[src/rtl/tinyqv_memseq_pkg.sv]
// Shared constants for the TinyQV multi-word load/store sequencer.
// Holds the FSM state encoding and transfer sizing used by tinyqv_mem_sequencer.
package tinyqv_memseq_pkg;

  typedef enum logic [1:0] {
    MEMSEQ_IDLE = 2'd0,
    MEMSEQ_REQ  = 2'd1,
    MEMSEQ_WAIT = 2'd2
  } memseq_state_t;

  localparam int WORD_BYTES = 4;
  localparam int MAX_XFERS  = 8;
  // additional_ops counts extra transfers, so it never needs to hold MAX_XFERS itself
  localparam int XFER_IDX_BITS = $clog2(MAX_XFERS);

endpackage

[src/rtl/tinyqv_mem_sequencer.sv]
// Breaks one decoded load/store into 1-8 word transactions to the memory controller.
// Optional transfer counter output enabled by defining TINYQV_MEMSEQ_XFER_COUNT_EN.
module tinyqv_mem_sequencer
  import tinyqv_memseq_pkg::*;
#(
  parameter int REG_ADDR_BITS = 4,
  parameter int ADDR_BITS     = 28
) (
  input  logic                     clk,
  input  logic                     rstn,
  input  logic                     start,
  output logic                     start_ready,
  input  logic                     is_store,
  input  logic [ADDR_BITS-1:0]     base_addr,
  input  logic [REG_ADDR_BITS-1:0] first_reg,
  input  logic [2:0]               additional_ops,
  input  logic                     increment_reg,
  output logic                     req_valid,
  input  logic                     req_ready,
  output logic [ADDR_BITS-1:0]     req_addr,
  output logic                     req_is_store,
  output logic [REG_ADDR_BITS-1:0] req_reg,
  input  logic                     resp_valid,
  input  logic [31:0]              resp_data,
  output logic                     rd_wen,
  output logic [REG_ADDR_BITS-1:0] rd_addr,
  output logic [31:0]              rd_data,
  output logic                     done,
`ifdef TINYQV_MEMSEQ_XFER_COUNT_EN
  output logic [15:0]              xfer_count,
`endif
  output logic                     misaligned
);

  memseq_state_t              state_q, state_d;
  logic [ADDR_BITS-1:0]       addr_q;
  logic [REG_ADDR_BITS-1:0]   reg_q;
  logic                       is_store_q;
  logic                       inc_q;
  logic [XFER_IDX_BITS-1:0]   remaining_q;
  logic                       req_valid_q;

  logic load_en;
  logic step_en;
  logic xfer_done;
  logic done_c;
  logic rd_wen_c;
  logic misaligned_c;

  always_comb begin
    state_d      = state_q;
    load_en      = 1'b0;
    step_en      = 1'b0;
    xfer_done    = 1'b0;
    done_c       = 1'b0;
    rd_wen_c     = 1'b0;
    misaligned_c = 1'b0;
    case (state_q)
      MEMSEQ_IDLE: begin
        if (start) begin
          if (base_addr[1:0] == 2'b00) begin
            load_en = 1'b1;
            state_d = MEMSEQ_REQ;
          end else begin
            misaligned_c = 1'b1;
          end
        end
      end
      MEMSEQ_REQ: begin
        if (req_ready) begin
          // Stores complete on acceptance; loads complete when data returns
          if (is_store_q) begin
            xfer_done = 1'b1;
            if (remaining_q == '0) begin
              done_c  = 1'b1;
              state_d = MEMSEQ_IDLE;
            end else begin
              step_en = 1'b1;
            end
          end else begin
            state_d = MEMSEQ_WAIT;
          end
        end
      end
      MEMSEQ_WAIT: begin
        if (resp_valid) begin
          rd_wen_c  = 1'b1;
          xfer_done = 1'b1;
          if (remaining_q == '0) begin
            done_c  = 1'b1;
            state_d = MEMSEQ_IDLE;
          end else begin
            step_en = 1'b1;
            state_d = MEMSEQ_REQ;
          end
        end
      end
      default: state_d = MEMSEQ_IDLE;
    endcase
  end

  // Pulses are suppressed while reset is held so a sequence aborted mid-flight never reports
  assign start_ready  = (state_q == MEMSEQ_IDLE);
  assign rd_wen       = rd_wen_c & rstn;
  assign done         = done_c & rstn;
  assign misaligned   = misaligned_c & rstn;
  assign rd_addr      = reg_q;
  assign rd_data      = resp_data;
  assign req_valid    = req_valid_q;
  assign req_addr     = addr_q;
  assign req_reg      = reg_q;
  assign req_is_store = is_store_q;

  always_ff @(posedge clk) begin
    if (!rstn) begin
      state_q     <= MEMSEQ_IDLE;
      req_valid_q <= 1'b0;
      addr_q      <= '0;
      reg_q       <= '0;
      is_store_q  <= 1'b0;
      inc_q       <= 1'b0;
      remaining_q <= '0;
    end else begin
      state_q     <= state_d;
      req_valid_q <= (state_d == MEMSEQ_REQ);
      if (load_en) begin
        addr_q      <= base_addr;
        reg_q       <= first_reg;
        is_store_q  <= is_store;
        inc_q       <= increment_reg;
        remaining_q <= additional_ops;
      end else if (step_en) begin
        // Both address and register index wrap naturally at their widths
        addr_q      <= addr_q + ADDR_BITS'(WORD_BYTES);
        reg_q       <= reg_q + REG_ADDR_BITS'(inc_q);
        remaining_q <= remaining_q - 1'b1;
      end
    end
  end

`ifdef TINYQV_MEMSEQ_XFER_COUNT_EN
  logic [15:0] xfer_count_q;

  always_ff @(posedge clk) begin
    if (!rstn) begin
      xfer_count_q <= '0;
    end else if (xfer_done) begin
      xfer_count_q <= xfer_count_q + 16'd1;
    end
  end

  assign xfer_count = xfer_count_q;
`endif

endmodule
[config.mk]
export PLATFORM = sky130hd
export DESIGN_NAME = tinyqv_mem_sequencer
export DESIGN_NICKNAME = d
export VERILOG_FILES = /design/src/rtl/tinyqv_memseq_pkg.sv /design/src/rtl/tinyqv_mem_sequencer.sv
export SDC_FILE = /design/constraint.sdc
export NUM_CORES = 1
export LEC_CHECK = 0
export ABC_AREA = 1
export CAP_MARGIN = 20
export CORE_AREA = 2 2 86 88
export DETAILED_ROUTE_END_ITERATION = 10
export DIE_AREA = 0 0 88 90
export GPL_ROUTABILITY_DRIVEN = 0
export PLACE_DENSITY = 0.87
export SLEW_MARGIN = 10
export SYNTH_ARGS = -nofsm -noshare
export SYNTH_HDL_FRONTEND = slang
export SYNTH_SLANG_ARGS = --single-unit
[constraint.sdc]
create_clock -name clk -period 3.1 [get_ports clk]
set_clock_uncertainty 0.15 [all_clocks]
set_input_delay 0.31 -clock clk [delete_from_list [all_inputs] [get_ports clk]]
set_output_delay 0.31 -clock clk [all_outputs]
set_load 0.005 [all_outputs]
Word level (Yosys, flattened, before mapping):

Index checks and enable logic that the tools add are counted.

* equality and inequality tests: 3
* add/sub/neg operators: 3
* bitwise logic cells: 3
* reduce and logical (&&, ||, !) cells: 4
* mux-type cells: 32

Operator list (count)
* 28-bit 2-to-1 mux: 2
* 28-bit by 3-bit adder with 28-bit output, second input constant: 1
* 1-bit 2-to-1 mux: 17
* 2-bit 2-to-1 mux: 6
* 4-bit 2-to-1 mux: 2
* 3-bit 2-to-1 mux: 2
* 2-bit case mux with 3 select lines: 1
* 4-bit by 1-bit adder with 4-bit output: 1
* 2-bit by 1-bit == test with 1-bit output, second input constant: 2
* 2-bit logical NOT: 2
* 1-bit case mux with 2 select lines: 2
* 1-bit bitwise AND: 3
* 3-bit logical NOT: 1
* 3-bit by 1-bit subtractor with 3-bit output, second input constant: 1
* 2-bit == test, second input constant: 1
* 2-bit nonzero test: 1

* output and inout port bits: 74
* word-level logic and storage cells: 52
* register bits after elaboration: 40
* input bits: 74

Depth between registers and ports, before layout:

Gate-level depths: netlist (run 1).

* depth in word-level cells: 7
* mapped depth: 12

Worst setup path after synthesis (run 1):

OpenSTA, ideal clock, no wires.

* path type: register to register
* start point: register state_q[0]
* end point: register addr_q[6] (netlist: req_addr[6])
* period minus slack after synthesis: 1.632 ns
* stages on the path, launching flop included: 8
* arrival: 1.411 ns
* setup slack: 1.468 ns
* setup time: 0.070 ns
* path buffers: 2
* cell sequence: dfxtp_1 inv_1 ha_1 nand2_2 buf_6 clkbuf_1 o211ai_1 a21oi_1

* longest elaborated chain between the ends: 3
* elaborated cells on any way between the ends: 7
* those cells by class: 2 x eq/ne; 3 x mux; 2 x reduce/logical

RTL lines
* start, declared: RTL line tinyqv_mem_sequencer.sv:35 `memseq_state_t state_q, state_d;`
* start signal, assigned: RTL line tinyqv_mem_sequencer.sv:124 `state_q <= state_d;`
* 2-bit logical NOT *
* via start_ready: RTL line tinyqv_mem_sequencer.sv:12 `output logic start_ready,`
* 1-bit 2-to-1 mux *: RTL line tinyqv_mem_sequencer.sv:58 `case (state_q)`
* 28-bit 2-to-1 mux / 2-bit nonzero test (equally long branches)
* end signal, assigned: RTL line tinyqv_mem_sequencer.sv:127 `addr_q <= base_addr;`
* end signal, assigned: RTL line tinyqv_mem_sequencer.sv:134 `addr_q <= addr_q + ADDR_BITS'(WORD_BYTES);`
* end, declared: RTL line tinyqv_mem_sequencer.sv:36 `logic [ADDR_BITS-1:0] addr_q;`

Mark *: on every way through the listed nets, which the timed path passes. The rest lies on a longest branch.
A chain may end at the register's enable or synchronous reset.

Worst setup path in the final report (run 1):

* start point: register state_q[1]
* end point: output done

* longest elaborated chain between the ends: 3
* elaborated cells on any way between the ends: 4
* those cells by class: 2 x eq/ne; 1 x mux; 1 x bitwise

RTL lines
* 2-bit == test / 2-bit by 1-bit == test with 1-bit output (equally long branches): RTL line tinyqv_mem_sequencer.sv:58
* 1-bit case mux with 2 select lines *: RTL line tinyqv_mem_sequencer.sv:58
* 1-bit bitwise AND *: RTL line tinyqv_mem_sequencer.sv:105 `assign done = done_c & rstn;`
* end, declared: RTL line tinyqv_mem_sequencer.sv:28 `output logic done,`

Mark *: on every way between the ends. The rest lies on a longest branch, timed or not.

==> results.md, run 1 <==
- IR analysis of the VDD net gives a maximum drop of 0.215 mV.
- The worst setup path is captured at a primary output.
- The post-synthesis area per instance is 6.60 µm².
- Counting flops and latches in the post-synthesis netlist gives 40.
- The area of the core region is 7020 µm².
- The post-synth net total is 546.
- The starting density of the core is 43.5%.
- The smallest setup slack after layout is 0.741 ns.
- Synthesis produced a netlist whose cell count is 463.
- The cell that appears most often on the critical path is nand2_1.
- At the worst endpoint, the required time is 2.64 ns.
- The transition time of the tightest slew-check pin is 0.421 ns.
- The floorplan step set the die height to 90 µm.
- The run finished with clean final reports.
- The register clock-pin slew on the reported worst setup and hold paths is 0.08 ns.
- The reported max-cap violation count is 0.
- The hold violation count in the final report is 0.
- The number of buffers and inverters on the critical path is 2.
- The worst setup path is of the reg -> out kind.
- After clock tree synthesis, the repair step resized 0 gates.
- Excluding fillers, the count of instances in the completed layout stands at 603.
- Timing would allow up to 0.424 GHz.
- After filler insertion, the fill cell instance count of the layout stands at 660.
- CTS placed an instance of clkbuf_8 at the clock tree root.
- The repair_antennas step left the layout with diodes totalling 0.
- The setup TNS is 0 ns.
- The critical path goes through inv_1, ha_1, nand3_1, nand2_1, nand2_1, nor3_1, clkdlybuf4s50_1.
- The floorplan die width is 88 µm.
- The final cycle utilization of the critical path is 76.1%.
- The number of endpoints failing setup at the final stage is 0.
- The maximum count of clock buffers along a single path is 2.
- The distinct cell type count of the synthesized netlist is 32.
- The detail route stage leaves a number of antenna-violating nets equal to 0.
- Leaving out fill and tap cells, the most frequent cell in the layout is nand2_1.
- The number of slew-limit violations in the final report was 0.
- The first global-routing pass estimated 13.0 mm of wire.
- The power density relative to cell area is 327 nW/µm².
- The number of top-level pins is 148.
- Dividing the detail-routed wire length by the instance count gives 13.0 µm.
- The worst setup path is launched from a flip-flop.
- The CTS H-tree depth is 2.
- In the layout the commonest cells are 114 x nand2_1, 83 x clkdlybuf4s50_1, 44 x inv_1, 44 x nand3_1, 41 x nor2_1.
- The area growth from synthesis to layout is 23.5%.
- Setup repair after global routing left no endpoint under its margin.
- In the global route stage, overall resource usage came out at 20.1%.
- The clock drives 40 sinks.
- After synthesis the cells add up to 3050 µm².
- In this design, the stage delay of the slowest critical-path cell is 0.53 ns.
- The worst slew slack as a fraction of its limit is 71.9%.
- Once placement finished, the instance area stood at 3640 µm².
- After routing the design area is 3770 µm².
- The yosys synthesis warning count is 0.
- The via count of the first global-routing pass is 2,836.
- Once detailed placement completed, the half-perimeter wirelength came to 5.82 mm.
- For this run, the detailed router's first-pass iteration total came to 5.
- The static leakage is 1.50 nW.
- Dividing the detail-routed via count by the number of cells gives 5.16.
- The number of placed instances, taps included, is 595.
- The detailed router placed 3,111 vias in this run.
- Entering global routing, the biggest net connects 39 pins.
- The number of violations reported at the end of detailed-routing iteration 0 is 284.
- The clock tree from TritonCTS is done.
- The worst slack at placement is 0.775 ns.
- Input and output buffers added on the ports amount to 83.
- The aggregate global routing overflow is 0.
- The proportion of synthesized chip area in sequential cells is 26.2%.
- The slowest library cell on the worst path is clkdlybuf4s50_1.
- The die outline area is 7920 µm².
- The share of cells above drive strength 1 is 10.9%.
- In this run, post-CTS hold repair placed 0 buffers.
- The post-CTS setup repair buffer count is 0.
- The placement row count is 31.
- The total wire length after detailed routing is 7.85 mm.
- The DRC violation count after routing is 0.
- Counting the buffers created by CTS gives 5.
- The cell class contributing the biggest share of worst-path delay is buffers and inverters.
- The min-delay analysis places its worst path in the category reg -> reg.
- The initial antenna violation count is 0.
- For the worst setup path, the data arrival time is 1.90 ns.
- The net count of the finished layout is 586.
- In this run the worst path has a maximum fanout of 4.
- The post-route minimum period is 2.36 ns.
- The clock insertion delay at the later pin of the skew report is 0.30 ns.
-- routing by layer --
layer	part of all wire, %	track usage, %	wire (µm)	vias to the layer above
met5	0	0	0	-
met4	1.6	6.92	127	0
met3	8.5	4.04	665	20
met2	47	31.5	3730	151
met1	42	27.1	3330	1399
li1	-	-	-	1541
-- sequential cells by signal, summed over array words and instances (netlist names) --
signal        cells
rd_addr           4
req_is_store      1
state_q           2
remaining_q       3
req_valid         1
inc_q             1
req_addr         28
-- worst reg2reg max path, cell delays in order (launching register included) --
cell	delay, ns
dfxtp_1	0.38
inv_1	0.08
ha_1	0.25
nand2_2	0.28
buf_4	0.44
o21ai_0	0.18
o21ai_1	0.11
nor2_1	0.05
o21ai_1	0.13
inv_1	0.05
-- kinds of logic (layout without fill, tap and decap cells) --
logic type / Yosys count / in the layout / synth area share [%]
and+or+nand+nor: 243 / 243 / 37.7
DFF: 40 / 40 / 26.2
AOI/OAI and AO/OA: 68 / 68 / 13.3
buffers and inverters: 103 / 144 / 19.1
adders and majority gates: 9 / 9 / 3.69
-- layout make-up --
type / instances / area, µm² / area share (%)
Multi-Input combinational cell: 320 / 1670 / 44.3
Timing Repair Buffer: 87 / 861 / 22.8
Sequential cell: 40 / 801 / 21.2
Inverter: 49 / 189 / 5.01
Tap cell: 99 / 124 / 3.28
Clock buffer: 7 / 96.3 / 2.55
Clock inverter: 1 / 30.0 / 0.796
-- report_power, final --
group	total, mW	switching (mW)	internal (mW)
Sequential	0.550	0.0196	0.530
Clock	0.473	0.189	0.284
Combinational	0.212	0.0982	0.113
Total	1.23	0.307	0.928
-- final timing paths --
path,from,to,slack (ns),cells past startpoint
min reg2reg,req_addr[0],req_addr[0],0.32,2
max reg2reg,state_q[0],req_addr[9],0.91,9
max,state_q[1],done,0.74,7
min,req_addr[0],req_addr[0],0.32,2
-- through the flow --
| step | util [%] | hold slack [ns] | power [mW] |
|---|---|---|---|
| finish | 53.7 | 0.316 | 1.23 |
| global route | 53.7 | 0.336 | 1.28 |
| CTS | 53.7 | 0.318 | 1.24 |
| detailed placement | 51.9 | 0.302 | 0.772 |
| global placement | 51.9 | 0.296 | 0.766 |
| floorplan | - | 0.298 | 0.703 |
-- cell usage after synthesis --
| master | number | share of area, % |
|---|---|---|
| nor2_1 | 41 | 5.0 |
| a21oi_2 | 3 | 0.86 |
| nand3_1 | 44 | 7.2 |
| o211ai_1 | 7 | 1.7 |
| nand3b_1 | 1 | 0.25 |
| nand2_1 | 114 | 14 |
| o21ai_2 | 5 | 1.4 |
| ha_1 | 9 | 3.7 |
| nand2_2 | 7 | 1.4 |
| o21ai_1 | 5 | 0.82 |
| buf_2 | 6 | 0.98 |
| a21oi_1 | 16 | 2.6 |
| a31oi_1 | 13 | 2.7 |
| o21bai_1 | 1 | 0.25 |
| clkbuf_1 | 3 | 0.37 |
| buf_4 | 39 | 9.6 |
| nand3_4 | 1 | 0.57 |
| o21ai_0 | 18 | 2.9 |
| nor2_8 | 1 | 0.66 |
| nor3_1 | 4 | 0.66 |
| nand4_1 | 9 | 1.8 |
| inv_1 | 44 | 5.4 |
| nand2_4 | 3 | 1.1 |
| inv_2 | 4 | 0.49 |
| nor2_4 | 6 | 2.2 |
| buf_1 | 1 | 0.12 |
| nor2_2 | 6 | 1.2 |
| clkinv_4 | 1 | 0.29 |
| buf_6 | 5 | 1.8 |
| dfxtp_1 | 40 | 26 |
| nor3_2 | 2 | 0.66 |
| or2_2 | 4 | 0.82 |
Note: power is estimated with default switching activity, not from simulation.
==> run 2, diff against run 1 <==
--- a/config.mk
+++ b/config.mk
@@ -7,11 +7,11 @@
 export LEC_CHECK = 0
 export ABC_AREA = 1
 export CAP_MARGIN = 20
-export CORE_AREA = 2 2 86 88
+export CORE_AREA = 2 2 90 92
 export DETAILED_ROUTE_END_ITERATION = 10
-export DIE_AREA = 0 0 88 90
+export DIE_AREA = 0 0 92 94
 export GPL_ROUTABILITY_DRIVEN = 0
-export PLACE_DENSITY = 0.87
+export PLACE_DENSITY = 0.8
 export SLEW_MARGIN = 10
 export SYNTH_ARGS = -nofsm -noshare
 export SYNTH_HDL_FRONTEND = slang
==> constraint.sdc (replaced) <==
create_clock -name clk -period 2.4 [get_ports clk]
set_clock_uncertainty 0.15 [all_clocks]
set_input_delay 0.24 -clock clk [delete_from_list [all_inputs] [get_ports clk]]
set_output_delay 0.24 -clock clk [all_outputs]
set_load 0.005 [all_outputs]
==> results.md, run 2 (synthesis gave the netlist of run 1 again) <==
- The non-filler instance count after layout is 608 (+0.83%).
- The aggregate global routing overflow came to 0 (unchanged).
- The static leakage is 1.50 nW (-0.49%).
- The die outline area came to 8650 µm² (+9.2%).
- The clock insertion delay at the later pin of the skew report is 0.30 ns (about the same).
- The transition time of the tightest slew-check pin was 0.428 ns (+0.00741 ns).
- The number of clock sinks was 40 (unchanged).
- The biggest fanout along the worst timing path is 4 (unchanged).
- The path category of the worst min-delay check is reg -> reg.
- The hold violation count in the final report is 0 (unchanged).
- The DRC violation count after routing came to 0 (unchanged).
- Setup repair after global routing left no endpoint under its margin.
- The area growth from synthesis to layout is 23.6%.
- The vias after detailed routing is 3,067 (-1.4%).
- The clock tree from TritonCTS is done.
- The aggregate global-route resource usage came to 18.2% (-1.9 points).
- The via count of the first global-routing pass is 2,845 (+0.32%).
- The length of the first detailed-routing pass in iterations is 4 (-1).
- The run finished with clean final reports.
- The CTS H-tree depth is 2 (unchanged).
- The worst slew slack as a fraction of its limit was 71.4% (-0.50 points).
- The worst path required time came to 2.01 ns (-0.63 ns).
- The antenna violation net count after detailed routing is 0 (unchanged).
- The number of slew-limit violations in the final report is 0 (unchanged).
- The starting density of the core was 40.1% (-3.4 points).
- The register-to-register path setup slack came to 0.36 ns (-0.55 ns).
- The worst path arrival time is 1.85 ns (-0.05 ns).
- The wire length of the first global-routing pass is 12.9 mm (-0.85%).
- The number of vias per cell after detailed routing is 5.04 (-2.2%).
- The kind of end point of the critical path is a primary output.
- The share of cells above drive strength 1 is 11.9% (+0.95 points).
- The setup TNS was 0 ns (unchanged).
- By startpoint and endpoint, the worst setup path is classified as reg -> out.
- The filler cell count is 772 (+17%).
- The area of the core region came to 7610 µm² (+8.4%).
- The number of violations reported at the end of detailed-routing iteration 0 was 205 (-28%).
- The floorplan die width is 92 µm (+4.5%).
- The top cell types in the final layout, fill and taps aside, are 114 x nand2_1, 83 x clkdlybuf4s50_1, 44 x nand3_1.
- The flip-flop count of the largest register after layout was 28 (unchanged).
- The peak supply drop came to 0.232 mV (+8.2%).
- The net total in the final layout came to 588 (+0.34%).
- The placed instance count is 600 (+0.84%).
- The count of inserted antenna diode cells is 0 (unchanged).
- The element type at the critical path start is a flip-flop.
- The total clock buffers created by CTS is 5 (unchanged).
- The average detailed-routed wire length per instance is 13.0 µm (-0.44%).
- The share of the core filled with cells in the final layout is 49.6% (-4.1 points).
- The post-route minimum period is 2.24 ns.
- The placement row count is 32 (+3.2%).
- The pin count of the biggest net entering global routing came to 34 (-13%).
- The most common cell after layout, fill and taps aside is nand2_1.
- The cell sitting at the root of the clock tree is a clkbuf_8.
- The maximum achievable frequency is 0.447 GHz.
- The number of endpoints failing setup at the final stage came to 0 (unchanged).
- The post-CTS setup repair buffer count is 0 (unchanged).
- The number of top-level pins was 148 (unchanged).
- The half-perimeter wire length of the detailed placement result is 6.00 mm (+3.1%).
- The power density relative to cell area is 384 nW/µm² (+17%).
- The reported max-cap violation count was 0 (unchanged).
- The total wire length after detailed routing is 7.88 mm (+0.38%).
- The initial antenna violation count is 0 (unchanged).
- The count of input and output buffers is 83 (unchanged).
- The chip height is 94 µm (+4.4%).
- The maximum count of clock buffers along a single path is 2 (unchanged).
- The register clock-pin slew on the reported worst setup and hold paths is 0.09 ns (about the same).
- The final cycle utilization of the critical path is 93.3%.
==> run 2: area by class of cell <==
type	instances	area, µm²	area share (%)
inverter	49	189	5.00
clock inverter	3	23.8	0.630
tap	102	128	3.38
sequential	40	801	21.2
clock buffer	5	68.8	1.82
timing repair buffer	89	888	23.5
multi-input combinational	320	1680	44.4
==> run 2: final timing paths <==
kind               startpoint            to  cells after the start
setup / recovery   state_q[0]          done                      7
setup reg to reg   state_q[0]  req_addr[10]                     10
hold / removal    req_addr[0]   req_addr[0]                      2
hold reg to reg   req_addr[0]   req_addr[0]                      2
==> run 2: per-layer routing <==
metal	vias to the layer above	track usage, %	wire length, µm
met3	13	3.53	533
li1	1547	-	-
met2	124	30.3	3660
met5	-	0	0
met4	0	6.09	79
met1	1383	23.6	3610
==> run 2: worst max-delay path: stages, from the launching register on <==
cell and delay, ns:
dfxtp_1 0.35, inv_1 0.08, ha_1 0.17, nand2_1 0.10, nand2_1 0.13, nand2_1 0.09
nor3_2 0.11, clkdlybuf4s50_1 0.52
==> run 2: report_power, final <==
group | leakage [nW] | switching (mW) | total (mW) | internal, mW
Sequential | 0.325 | 0.0252 | 0.710 | 0.685
Clock | 0.0404 | 0.254 | 0.460 | 0.206
Combinational | 1.13 | 0.129 | 0.280 | 0.151
==> run 2: stage by stage <==
| step | setup WS [ns] | hold slack [ns] | cell area, µm² | power [mW] |
|---|---|---|---|---|
| 6_report | 0.161 | 0.318 | 3780 | 1.45 |
| 3_3_place_gp | 0.361 | 0.298 | 3680 | 0.998 |
| 4_1_cts | 0.112 | 0.318 | 3770 | 1.46 |
| 3_5_place_dp | 0.313 | 0.300 | 3680 | 1.00 |
| 5_1_grt | 0.0526 | 0.330 | 3780 | 1.52 |
| 2_1_floorplan | 0.768 | 0.228 | 3050 | 0.908 |
==> run 2: what timing repair did <==
item | 4_1_cts | 5_1_grt
gates resized for setup | 0 | 3
hold buffers | 0 | 0
endpoints found under the setup margin | 0 | 1
